## src/rtl/asi_pkg.sv

```systemverilog
// Shared types and helpers for the AXI4 slave write path (and the planned read path).
// Burst encodings, response codes, FSM states and the WRAP-length legality check.
package asi_pkg;

   typedef enum logic [1:0] {
      BURST_FIXED = 2'd0,
      BURST_INCR  = 2'd1,
      BURST_WRAP  = 2'd2
   } burst_e;

   localparam logic [1:0] RESP_OKAY   = 2'b00;
   localparam logic [1:0] RESP_EXOKAY = 2'b01;
   localparam logic [1:0] RESP_SLVERR = 2'b10;
   localparam logic [1:0] RESP_DECERR = 2'b11;

   typedef enum logic [1:0] {
      ST_IDLE = 2'd0,
      ST_DATA = 2'd1,
      ST_RESP = 2'd2
   } state_e;

   // WRAP bursts are only defined for 2, 4, 8 or 16 beats
   function automatic logic wrap_len_ok(input logic [31:0] len);
      return (len == 32'd1) || (len == 32'd3) || (len == 32'd7) || (len == 32'd15);
   endfunction

endpackage

```

## src/rtl/asi_addr_gen.sv

```systemverilog
// Combinational next-beat address for FIXED/INCR/WRAP bursts.
// Shared between the write-side and the planned read-side slave.
module asi_addr_gen
   import asi_pkg::*;
#(
   parameter int AXI_AW     = 32,
   parameter int AXI_LW     = 8,
   parameter int AXI_SW     = 3,
   parameter int AXI_BURSTW = 2
) (
   input  logic [AXI_AW-1:0]     addr,
   input  logic [AXI_SW-1:0]     size,
   input  logic [AXI_LW-1:0]     len,
   input  logic [AXI_BURSTW-1:0] burst,
   output logic [AXI_AW-1:0]     next_addr
);

   logic [AXI_AW-1:0] sz_s;
   logic [AXI_AW-1:0] total_s;
   logic [AXI_AW-1:0] beats_s;

   assign sz_s    = AXI_AW'(1) << size;
   assign beats_s = AXI_AW'(len) + AXI_AW'(1);
   assign total_s = sz_s * beats_s;

   // next address; arithmetic wraps modulo 2^AXI_AW by construction
   always_comb begin
      next_addr = addr;
      case (burst)
         AXI_BURSTW'(BURST_FIXED): next_addr = addr;
         AXI_BURSTW'(BURST_INCR):  next_addr = (addr & ~(sz_s - AXI_AW'(1))) + sz_s;
         AXI_BURSTW'(BURST_WRAP):  next_addr = (addr & ~(total_s - AXI_AW'(1)))
                                             | ((addr + sz_s) & (total_s - AXI_AW'(1)));
         default:                  next_addr = addr;
      endcase
   end

endmodule

```

## src/rtl/asi_w.sv

```systemverilog
// AXI4 slave write path: one burst at a time onto a simple user write port,
// one B response per burst; malformed bursts are drained and answered SLVERR.
module asi_w
   import asi_pkg::*;
#(
   parameter int AXI_DW     = 128,
   parameter int AXI_AW     = 32,
   parameter int AXI_IW     = 8,
   parameter int AXI_LW     = 8,
   parameter int AXI_SW     = 3,
   parameter int AXI_BURSTW = 2,
   parameter int AXI_BRESPW = 2,
   parameter int AXI_BYTES  = AXI_DW / 8,
   parameter int L          = $clog2(AXI_BYTES)
) (
   input  logic                  ACLK,
   input  logic                  ARESET,
   input  logic [AXI_IW-1:0]     AWID,
   input  logic [AXI_AW-1:0]     AWADDR,
   input  logic [AXI_LW-1:0]     AWLEN,
   input  logic [AXI_SW-1:0]     AWSIZE,
   input  logic [AXI_BURSTW-1:0] AWBURST,
   input  logic                  AWVALID,
   output logic                  AWREADY,
   input  logic [AXI_DW-1:0]     WDATA,
   input  logic [AXI_BYTES-1:0]  WSTRB,
   input  logic                  WLAST,
   input  logic                  WVALID,
   output logic                  WREADY,
   output logic [AXI_IW-1:0]     BID,
   output logic [AXI_BRESPW-1:0] BRESP,
   output logic                  BVALID,
   input  logic                  BREADY,
   output logic                  usr_we,
   output logic [AXI_AW-1:0]     usr_waddr,
   output logic [AXI_DW-1:0]     usr_wdata,
   output logic [AXI_BYTES-1:0]  usr_wstrb,
   output logic                  usr_wlast,
   input  logic                  usr_wready
);

   state_e                  state_r, state_s;
   logic                    awready_r;
   logic [AXI_IW-1:0]       id_r;
   logic [AXI_AW-1:0]       addr_r;
   logic [AXI_LW-1:0]       len_r;
   logic [AXI_SW-1:0]       size_r;
   logic [AXI_BURSTW-1:0]   burst_r;
   logic [AXI_LW-1:0]       cnt_r;
   logic                    err_r;
   logic                    ill_r;
   logic                    bvalid_r;
   logic [AXI_IW-1:0]       bid_r;
   logic [AXI_BRESPW-1:0]   bresp_r;

   logic                    aw_hs_s;
   logic                    w_hs_s;
   logic                    wready_s;
   logic                    last_s;
   logic                    wlast_err_s;
   logic                    ill_aw_s;
   logic [AXI_AW-1:0]       next_addr_s;

   asi_addr_gen #(
      .AXI_AW     (AXI_AW),
      .AXI_LW     (AXI_LW),
      .AXI_SW     (AXI_SW),
      .AXI_BURSTW (AXI_BURSTW)
   ) u_addr_gen (
      .addr      (addr_r),
      .size      (size_r),
      .len       (len_r),
      .burst     (burst_r),
      .next_addr (next_addr_s)
   );

   assign ill_aw_s = (AWSIZE > AXI_SW'(L))
                   || (AWBURST == AXI_BURSTW'(3))
                   || ((AWBURST == AXI_BURSTW'(BURST_WRAP)) && !wrap_len_ok(32'(AWLEN)));

   assign aw_hs_s     = (state_r == ST_IDLE) && AWVALID && awready_r;
   assign last_s      = (cnt_r == len_r);
   assign w_hs_s      = (state_r == ST_DATA) && WVALID && wready_s;
   assign wlast_err_s = (WLAST != last_s);

   // State register
   always_ff @(posedge ACLK or posedge ARESET) begin
      if (ARESET) begin
         state_r <= ST_IDLE;
      end else begin
         state_r <= state_s;
      end
   end

   // Next-state and W-channel ready; illegal bursts drain regardless of the user side
   always_comb begin
      state_s  = state_r;
      wready_s = 1'b0;
      case (state_r)
         ST_IDLE: begin
            if (aw_hs_s) begin
               state_s = ST_DATA;
            end else begin
               state_s = ST_IDLE;
            end
         end
         ST_DATA: begin
            wready_s = ill_r ? 1'b1 : usr_wready;
            if (WVALID && wready_s && last_s) begin
               state_s = ST_RESP;
            end else begin
               state_s = ST_DATA;
            end
         end
         ST_RESP: begin
            if (BREADY) begin
               state_s = ST_IDLE;
            end else begin
               state_s = ST_RESP;
            end
         end
         default: begin
            state_s = ST_IDLE;
         end
      endcase
   end

   // Burst context, beat counter, error tracking and B-channel registers
   always_ff @(posedge ACLK or posedge ARESET) begin
      if (ARESET) begin
         awready_r <= 1'b0;
         id_r      <= '0;
         addr_r    <= '0;
         len_r     <= '0;
         size_r    <= '0;
         burst_r   <= '0;
         cnt_r     <= '0;
         err_r     <= 1'b0;
         ill_r     <= 1'b0;
         bvalid_r  <= 1'b0;
         bid_r     <= '0;
         bresp_r   <= '0;
      end else begin
         awready_r <= (state_s == ST_IDLE);
         if (aw_hs_s) begin
            id_r    <= AWID;
            addr_r  <= AWADDR;
            len_r   <= AWLEN;
            size_r  <= AWSIZE;
            burst_r <= AWBURST;
            cnt_r   <= '0;
            err_r   <= ill_aw_s;
            ill_r   <= ill_aw_s;
         end else if (w_hs_s) begin
            cnt_r  <= cnt_r + AXI_LW'(1);
            addr_r <= next_addr_s;
            err_r  <= err_r | wlast_err_s;
            if (last_s) begin
               bvalid_r <= 1'b1;
               bid_r    <= id_r;
               bresp_r  <= (err_r | wlast_err_s) ? AXI_BRESPW'(RESP_SLVERR)
                                                 : AXI_BRESPW'(RESP_OKAY);
            end
         end else if ((state_r == ST_RESP) && BREADY) begin
            bvalid_r <= 1'b0;
         end
      end
   end

   assign AWREADY   = awready_r;
   assign WREADY    = wready_s;
   assign BVALID    = bvalid_r;
   assign BID       = bid_r;
   assign BRESP     = bresp_r;
   assign usr_we    = w_hs_s && !ill_r;
   assign usr_waddr = addr_r;
   assign usr_wdata = WDATA;
   assign usr_wstrb = WSTRB;
   assign usr_wlast = (state_r == ST_DATA) && last_s;

endmodule

```

## config.mk

```make
export PLATFORM = sky130hd
export DESIGN_NAME = asi_w
export DESIGN_NICKNAME = d
export VERILOG_FILES = /design/src/rtl/asi_pkg.sv /design/src/rtl/asi_addr_gen.sv /design/src/rtl/asi_w.sv
export SDC_FILE = /design/constraint.sdc
export NUM_CORES = 1
export LEC_CHECK = 0
export CAP_MARGIN = 20
export CORE_ASPECT_RATIO = 1.2
export CORE_MARGIN = 4
export CORE_UTILIZATION = 46
export CTS_BUF_LIST = sky130_fd_sc_hd__clkbuf_8
export CTS_CLUSTER_SIZE = 30
export DETAILED_ROUTE_END_ITERATION = 7
export GPL_ROUTABILITY_DRIVEN = 1
export GPL_TIMING_DRIVEN = 0
export PLACE_DENSITY = 0.86
export SLEW_MARGIN = 5
export SYNTH_ARGS = -nofsm -noshare
export SYNTH_HDL_FRONTEND = slang
export SYNTH_SLANG_ARGS = --single-unit
export TNS_END_PERCENT = 100
```

## constraint.sdc

```tcl
create_clock -name ACLK -period 8.3 [get_ports ACLK]
set_clock_uncertainty 0.2 [all_clocks]
set_input_delay 2.075 -clock ACLK [delete_from_list [all_inputs] [get_ports ACLK]]
set_output_delay 2.075 -clock ACLK [all_outputs]
set_load 0.05 [all_outputs]
```

Word level (Yosys, flattened, before mapping) --
Index checks and enable logic that the tools add are counted.
Storage, ports and cells: output and inout port bits 191, input bits 204, word-level logic and storage cells 85, register bits 77, bits in latches 0, memories 0, bits in writable memories 0, memory bits (read-only) 0
Operators by class: bitwise operators 8, mux-type cells 17, magnitude comparators 1, shift operators 1, div/mod/pow operators 0, eq/ne operators 13, reductions and logical operators 25, add/subtract/negate cells 6, multiply operators 1
Operators by type and width (number):
- 32-bit bitwise AND | 3
- 32-bit adder | 2
- 32-bit 2-to-1 mux | 2
- 32-bit NOT | 2
- 32-bit case mux with 2 select lines | 1
- 32-bit by 1-bit subtractor with 32-bit output (second input constant) | 2
- 32-bit by 32-bit multiplier with 32-bit output | 1
- 32-bit bitwise OR | 1
- 1-bit by 3-bit left shift with 32-bit output (first input constant) | 1
- 8-bit 2-to-1 mux | 2
- 1-bit logical AND | 10
- 8-bit by 1-bit adder with 9-bit output (second input constant) | 1
- 8-bit by 1-bit adder with 8-bit output (second input constant) | 1
- 2-bit equality test (second input constant) | 4
- 8-bit by 1-bit equality test with 1-bit output (second input constant) | 1
- 8-bit by 2-bit equality test with 1-bit output (second input constant) | 1
- 8-bit by 3-bit equality test with 1-bit output (second input constant) | 1
- 8-bit by 4-bit equality test with 1-bit output (second input constant) | 1
- 8-bit equality test | 1
- 1-bit 2-to-1 mux | 8
- 2-bit 2-to-1 mux | 3
- 2-bit case mux with 3 select lines | 1
- 3-bit AND reduction | 2
- 1-bit logical OR | 5
- 11 further kinds | 15

Logic depth before layout (Yosys ltp) --
Gate-level depths: netlist (run 1).
word-level depth 9, gate-level depth with buffers 25

By module --
Synthesis (run 1) repeated with hierarchy kept, for this count alone.
Unflattened totals: cell total of the unflattened synthesis 1312, area total of the unflattened synthesis 10433.8 µm²
Modules (own cells, without submodules):
- asi_addr_gen | times used 1, cells each 829, area each 5880.6 µm²
- asi_w | times used 1, cells each 483, area each 4553.1 µm²

Least setup slack after synthesis (run 1) --
No wires, ideal clock.
kind register to register, from reg size_r[0], to reg (tool-made name), slack 1907 ps, required time 7979 ps, clock period less this slack 6393 ps, data arrival time 6072 ps, cell stages (with the launch flop) 24, path through dfrtp_1 buf_4 buf_2 clkbuf_1 or3_1 inv_1 nand2_1 fa_1 inv_1 fa_1 fa_1 fa_1 inv_1 fa_1 inv_1 ha_1 o21ai_0 a21oi_1 o21ai_0 a211o_1 a31oi_1 nor4b_1 a221o_1 a22o_1
RTL lines:
- start, declared | line asi_w.sv:47 | logic [AXI_SW-1:0] size_r;
- start signal, assigned | line asi_w.sv:135 | size_r <= '0;
- start signal, assigned | line asi_w.sv:149 | size_r <= AWSIZE;

==> results of run 1 <==
[logic make-up after synthesis]
family          count (synthesis)  share of synthesized area
simple gates                  433                      0.197
buf+inv                       299                      0.169
compound gates                266                      0.182
fa+ha+maj                     123                      0.187
flops                          76                      0.188
xor+xnor                       68                     0.0589
mux                            16                     0.0170
other cells                     1                   0.000371
[cells in the mapped netlist (all sizes together) (5+ instances only)]
cell	number
mux2i	7
and3	9
ha	76
nand3	32
o21a	5
xor2	33
o22ai	10
nand4	16
a22oi	7
nor2	104
nand2	178
and2	10
or2	5
a22o	5
nand2b	21
a21oi	57
dfrtp	76
nor3	21
a211oi	17
mux2	9
o31ai	13
fa	47
nor4	8
o211ai	12
clkbuf	35
nor2b	10
a21o	11
o21ai	57
inv	99
xnor2	35
buf	164
a31oi	13
[worst register-to-register path: cells and delay by family (launching register included)]
family                     cells  cell delay, ns
adders and majority gates      6            2.85
AOI/OAI and AO/OA              7            2.13
and+or+nand+nor                3            1.42
buffers and inverters          6            0.83
DFF                            1            0.37
[power by group]
group          switching (W)  total (W)  leakage (nW)  internal, W
clock network       0.000168   0.000316         0.104     0.000148
logic                0.00345    0.00542          4.86      0.00196
registers           0.000179   0.000686         0.964     0.000507
[metrics by stage]
step | hold slack [ns] | total power, W | worst slack, ns | area (um2)
6_report | 0.285 | 0.00642 | 0.400 | 13200
5_1_grt | 0.330 | 0.00695 | 0.000178 | 13200
4_1_cts | 0.284 | 0.00630 | 0.501 | 13200
3_5_place_dp | 0.264 | 0.00595 | 0.538 | 13000
3_3_place_gp | 0.253 | 0.00587 | 0.645 | 12900
2_1_floorplan | 0.240 | 0.00451 | 1.91 | 10100
[worst paths after layout]
path	startpoint	endpoint	slack [ns]	cells past startpoint
max reg2reg	size_r[0]	register	0.40	22
max in group asynchronous	ARESET	asynchronous set/reset pin	5.44	3
max	size_r[0]	register	0.40	22
min reg2reg	id_r[2]	id_r[2]	0.29	2
min	id_r[2]	id_r[2]	0.29	2
min in group asynchronous	ARESET	id_r[3]	1.85	2
[per-layer routing]
layer	part of all wire	vias up	global-route usage
li1	-	4771	-
met1	0.36	4957	0.328
met2	0.50	674	0.481
met3	0.096	121	0.0475
met4	0.049	0	0.135
met5	0	-	0
[layout make-up]
cell class	instances	share of cell area
inverter	100	0.0287
timing repair buffer	250	0.191
clock inverter	6	0.00485
clock buffer	10	0.0105
multi-input combinational	907	0.493
sequential	76	0.144
tap	274	0.0260
buffer	199	0.101
==> results.ini, run 1 <==
[die]
rows=59
start_util=0.467
core_area_mm2=0.0216
die_h_um=170
die_area_mm2=0.0244
die_x_um=143
io-pin-count=395

[global_route]
grt.total_usage=0.276
antenna_found_initial=0
gr-total-overflow=0
grt_max_degree=46
grt_pass1_vias=10400
grt_pass1_wl_um=53600

[yosys]
synth_top_flop_cell=dfrtp_1
syn_nets=1609
synth.avg_cell_area_um2=7.88
syn_inst=1282
netlist.area_leader.share=0.188
ys_ff_latch=76
synthArstFlopShare=1.00
synth_area_leaders=dfrtp_1, buf_4, ha_1
ys_warn_count=0
yosysUniqueCellTypes=89
yosysTopAreaCell=dfrtp_1
synth_edf_count=0
synth_seq_area_share=0.188
synth_area_mm2=0.0101

[final_layout]
diodes=0
area_delta_synth_final_pct=30.4
multi_input_area_mm2=0.00650
final_cells=1822
post-route-util=0.609
seq_area_mm2=0.00190
fill_cells=1938
drive_gt1_frac=0.135
nNetsFinal=1870
layout_common_cells=clkdlybuf4s50_1, nand2_1, buf_4
layout_commonest_cell=clkdlybuf4s50_1

[placed_design]
dp_hpwl_um=27900
portBuffers=249
gp_congestion=1.03
dp_cells=1806

[sta]
fin_tns_setup_ns=0
rsz0062_at_grt=false
tightest_slew_ns=1.18
finalCritPeriodShare=0.952
max_freq_mhz=127
relSlewSlack=0.207
setup_viol=0
slew_violations=0
fin_crit_ns=7.90
hold_violations=0

[worst_setup_path]
crit_buf_inv=6
endpoint_kind=register
critical_path_class=reg2reg
crit_top_cell=fa_1
crit_fanout=10
cp.required_ns=8.39
path_delay_family=adder cells
worstSetupStartpointType=register
cp_slowest_cell=nor3_1
cp_cell_sequence=buf_4, buf_2, clkbuf_1, nor3_1, nand2b_1, fa_1, inv_1, fa_1, fa_1, fa_1, inv_1, fa_1, inv_1, ha_1, o21ai_0, a21oi_1, o21ai_0, a211o_1, a31oi_1, a21oi_1, nand2b_1, o311ai_1
cp_data_arrival_time_ns=7.99
cpPeakStageDelay_ns=0.96

[cts]
h-tree-depth=3
cts_hold_buf=0
cts_tree=done
cts_setup_buffers=0
cts_resized=0
cts_buffers=9
root_buffer=clkbuf_8
clock_latency_ns=0.39
clock-sinks=76
clkTransAtPathRegs_ns=0.10
clockBufferDepth=2

[route]
viasPerCell=5.78
drt-pass1-iter-count=7
routed_wl_um=35200
drc=0
vias=10500
postRouteAntennaNets=0
wire_per_inst_um=19.3
drtIter0Drc=1157

[power_and_ir_drop]
power_density_mw_per_mm2=487
cellLeakagePower_nw=5.93
ir_worst_vdd_mv=0.469

[run]
cap_violations=0

[worst_hold_path]
hold_class=reg2reg

[run_status]
run_status=finished, final reports clean

No activity file was read; power rests on OpenSTA's default activity.
==> run 2: changes to the inputs <==
- SETUP_SLACK_MARGIN: unset -> 0.4
==> run 2 against run 1 <==
Against the previous run:
- final cell count is the same
- highest routed layer unchanged
- worst hold slack is essentially flat
- largest cell class unchanged
- via count shrank 0.42%
- sequential share of layout area is essentially flat
- setup slack gained 0.35 ns
- total power grew 0.49%
- combinational power is essentially flat
- register-to-register slack gained 0.35 ns
==> results.ini, run 2 (synthesized netlist as in run 1, its figures left out) <==
[worst_setup_path]
cp.required_ns=8.38
crit_fanout=10
crit_buf_inv=7
cpPeakStageDelay_ns=0.56
path_delay_family=adder cells
critical_path_class=reg2reg
cp_data_arrival_time_ns=7.63
worstSetupStartpointType=register
crit_top_cell=fa_1
endpoint_kind=register
cp_cell_sequence=buf_4, buf_2, clkbuf_1, or3_1, inv_1, nand2_1, fa_1, inv_1, fa_1, fa_1, fa_1, inv_1, fa_1, inv_1, ha_1, a21oi_1, o211ai_1, a2111oi_1, or2_2, o21ai_1, a2111oi_0, o21ai_0, o22a_1
cp_slowest_cell=fa_1

[route]
vias=10500
viasPerCell=5.75
drc=0
drt-pass1-iter-count=6
drtIter0Drc=1107
routed_wl_um=35100
postRouteAntennaNets=0
wire_per_inst_um=19.3

[sta]
setup_viol=0
rsz0062_at_grt=false
max_freq_mhz=132
hold_violations=0
whs_ns=0.285
tightest_slew_ns=1.04
fin_crit_ns=7.55
relSlewSlack=0.301
slew_violations=0
finalCritPeriodShare=0.910
fin_ws_ns=0.751
fin_tns_setup_ns=0

[final_layout]
diodes=0
layout_common_cells=clkdlybuf4s50_1, nand2_1, buf_4
final_cells=1822
drive_gt1_frac=0.137
nNetsFinal=1870
area_delta_synth_final_pct=30.5
final_area_mm2=0.0132
layout_commonest_cell=clkdlybuf4s50_1

[cts]
clockBufferDepth=2
cts_setup_buffers=0
cts_tree=done
cts_buffers=9
clock-sinks=76
clkTransAtPathRegs_ns=0.10
h-tree-depth=3
root_buffer=clkbuf_8
cts_hold_buf=0
cts_resized=0
clock_latency_ns=0.39

[die]
start_util=0.467
core_area_mm2=0.0216
io-pin-count=395
die_x_um=143
rows=59
die_area_mm2=0.0244
die_h_um=170

[power_and_ir_drop]
power_density_mw_per_mm2=489
cellLeakagePower_nw=5.93
ir_worst_vdd_mv=0.467

[global_route]
grt_pass1_vias=10400
grt.total_usage=0.276
antenna_found_initial=0
gr-total-overflow=0
grt_pass1_wl_um=53600
grt_max_degree=46

[placed_design]
place_ws_ns=0.538
dp_hpwl_um=27900
gp_congestion=1.03
dp_cells=1806
portBuffers=249
place_area_mm2=0.0130

[worst_hold_path]
hold_class=reg2reg

[run_status]
run_status=finished, final reports clean

[run]
cap_violations=0

## run 2: cell count changes in the layout (fill, tap and decap cells not counted)
cell / delta
nor3_2: +1
a2111oi_0: -1
a31oi_1: -1
nor3_1: -1
a21oi_2: +1
a31oi_2: +1
a2111oi_1: +1
a21oi_1: -1
## run 2: final cells by class
| class | instances | area, um2 |
|---|---|---|
| timing repair buffer | 250 | 2520 |
| buffer | 199 | 1330 |
| inverter | 100 | 378 |
| sequential | 76 | 1900 |
| clock inverter | 6 | 63.8 |
| fill | 1934 | 8440 |
| tap | 274 | 343 |
| clock buffer | 10 | 138 |
| multi-input combinational | 907 | 6520 |
## run 2: per-layer routing
metal / global-route usage / wire (um)
met5: 0 / 0
met4: 0.135 / 1780
met3: 0.0475 / 3250
met2: 0.481 / 17500
met1: 0.328 / 12600
## run 2: worst paths after layout
| check | startpoint | end | slack, ns | depth (start not counted) |
|---|---|---|---|---|
| setup / recovery | size_r[0] | register | 0.75 | 23 |
| hold / removal | id_r[2] | id_r[2] | 0.29 | 2 |
| setup reg to reg | size_r[0] | register | 0.75 | 23 |
| hold reg to reg | id_r[2] | id_r[2] | 0.29 | 2 |
| max in group asynchronous | ARESET | asynchronous set/reset pin | 5.44 | 3 |
| min in group asynchronous | ARESET | cnt_r[2] | 1.85 | 2 |
## run 2: worst register-to-register path: cells and delay by family, from the launching register on
kind | cells | cell delay [ns]
adders and majority gates | 6 | 2.96
AOI/OAI and AO/OA | 7 | 1.96
buffers and inverters | 7 | 1.13
and+or+nand+nor | 3 | 0.85
DFF | 1 | 0.37
## run 2: stage by stage
step           total power, W  utilization
2_1_floorplan         0.00451            -
3_3_place_gp          0.00587        0.598
3_5_place_dp          0.00595        0.600
4_1_cts               0.00630        0.609
5_1_grt               0.00697        0.610
6_report              0.00645        0.610
## run 2: power by group
group          internal [W]  total (W)  switching (W)
combinational       0.00197    0.00544        0.00347
clock              0.000148   0.000318       0.000170
sequential         0.000507   0.000687       0.000180
total               0.00263    0.00645        0.00382
==> run 3: changes to the inputs <==
- CELL_PAD_IN_SITES_DETAIL_PLACEMENT: unset -> 0
- CELL_PAD_IN_SITES_GLOBAL_PLACEMENT: unset -> 2
- CORE_UTILIZATION: 46 -> 25
- PLACE_DENSITY: 0.86 -> 0.85
==> run 3 against run 2 <==
Against the previous run:
- core utilization decreased by 27 points
- fmax up 2.6%
- largest cell class unchanged
- design area rose by 2.6%
- setup slack gained 0.19 ns
- clock power up 6.9%
- final cell count grew 14%
==> results.ini, run 3 (synthesized netlist as in run 1, its figures left out) <==
[worst_setup_path]
cp.required_ns=8.42
path_delay_family=adder cells
crit_top_cell=fa_1
cp_cell_sequence=buf_4, buf_2, clkbuf_2, or3_1, inv_1, nand2_1, fa_1, inv_1, fa_1, fa_1, fa_1, inv_1, fa_1, inv_1, ha_1, a21oi_1, o211ai_1, a2111oi_1, or2_2, o21ai_1, a2111oi_0, o21ai_0, o22a_1
cpPeakStageDelay_ns=0.56
worstSetupStartpointType=register
crit_buf_inv=7
critical_path_class=reg2reg
startpoint=size_r[0]
crit-reg2reg-launch=size_r[0]
endpoint_kind=register
cp_data_arrival_time_ns=7.47
cp_slowest_cell=fa_1
r2r_slack_ns=0.94
crit_fanout=10

[global_route]
antenna_found_initial=0
gr-usage-met3=0.0252
grt_pass1_wl_um=57600
use_met2=0.303
grt_busiest_layer=met2
grt_max_degree=41
grt.total_usage=0.168
gr-total-overflow=0
use_met1=0.199
grt_pass1_vias=10300

[final_layout]
diodes=0
nNetsFinal=1871
layout_commonest_cell=clkdlybuf4s50_1
layout_common_cells=clkdlybuf4s50_1, nand2_1, buf_4
drive_gt1_frac=0.138
area_delta_synth_final_pct=33.9

[cts]
clkTransAtPathRegs_ns=0.09
cts_resized=0
clockBufferDepth=2
clock-sinks=76
cts_tree=done
cts_setup_buffers=0
clock_latency_ns=0.41
cts_hold_buf=0
cts_buffers=9
root_buffer=clkbuf_8
h-tree-depth=3

[power_and_ir_drop]
cellLeakagePower_nw=5.94
power_density_mw_per_mm2=484
p_total_w=0.00655
ir_worst_vdd_mv=0.415

[die]
die_h_um=228
start_util=0.254
rows=80
io-pin-count=395
core_area_mm2=0.0398
die_x_um=192
die_area_mm2=0.0437

[route]
postRouteAntennaNets=0
routed_wl_um=38000
wire_per_inst_um=18.3
drc=0
viasPerCell=4.90
drtIter0Drc=621
vias=10200
drt-pass1-iter-count=5

[sta]
tightest_slew_ns=1.10
max_freq_mhz=136
setup_viol=0
hold_violations=0
rsz0062_at_grt=false
fin_crit_ns=7.36
finalCritPeriodShare=0.886
fin_tns_setup_ns=0
relSlewSlack=0.259
slew_violations=0

[run]
cap_violations=0

[placed_design]
dp_hpwl_um=30600
gp_congestion=0.904
portBuffers=249

[worst_hold_path]
hold_path.startpoint=id_r[0]
hold_class=reg2reg

[run_status]
run_status=finished, final reports clean

[run 3: worst register-to-register path, stage by stage (launching register included)]
cell	delay [ns]
dfrtp_1	0.37
buf_4	0.17
buf_2	0.19
clkbuf_2	0.22
or3_1	0.50
inv_1	0.33
nand2_1	0.12
fa_1	0.49
inv_1	0.05
fa_1	0.51
fa_1	0.44
fa_1	0.55
inv_1	0.06
fa_1	0.56
inv_1	0.05
ha_1	0.37
a21oi_1	0.22
o211ai_1	0.19
a2111oi_1	0.51
or2_2	0.21
o21ai_1	0.21
a2111oi_0	0.44
o21ai_0	0.13
o22a_1	0.18
[run 3: final timing paths]
check,end,cells after the start
setup reg to reg,register,23
hold reg to reg,id_r[0],2
hold / removal,id_r[0],2
max in group asynchronous,asynchronous set/reset pin,3
min in group asynchronous,BID[1],2
setup / recovery,register,23
[run 3: stage by stage]
| step | std cells | util | hold slack [ns] | setup WS (ns) | instance area, um2 |
|---|---|---|---|---|---|
| after floorplan | 1282 | - | 0.240 | 1.91 | 10100 |
| after global placement | 2064 | 0.333 | 0.252 | 0.458 | 13300 |
| after detailed placement | 2065 | 0.334 | 0.261 | 0.480 | 13300 |
| after CTS | 2081 | 0.339 | 0.281 | 0.452 | 13500 |
| after global routing | 2082 | 0.340 | 0.313 | 0.487 | 13500 |
| final | 2082 | 0.340 | 0.276 | 0.945 | 13500 |
[run 3: metal layers]
layer / routed length [um] / vias up
li1: - / 4773
met1: 15000 / 4932
met3: 2510 / 54
met4: 1000 / 0
met5: 0 / -
met2: 19500 / 435
[run 3: where the power goes]
part / internal (W) / total, W / switching (W)
Sequential: 0.000507 / 0.000686 / 0.000179
Combinational: 0.00199 / 0.00553 / 0.00354
Clock: 0.000168 / 0.000340 / 0.000172
[run 3: layout make-up]
cell class	instances	area [um2]
clock buffer	9	124
inverter	100	378
timing repair buffer	251	2520
fill	4252	26300
clock inverter	7	92.6
buffer	199	1330
sequential	76	1900
tap	533	667
multi-input combinational	907	6510
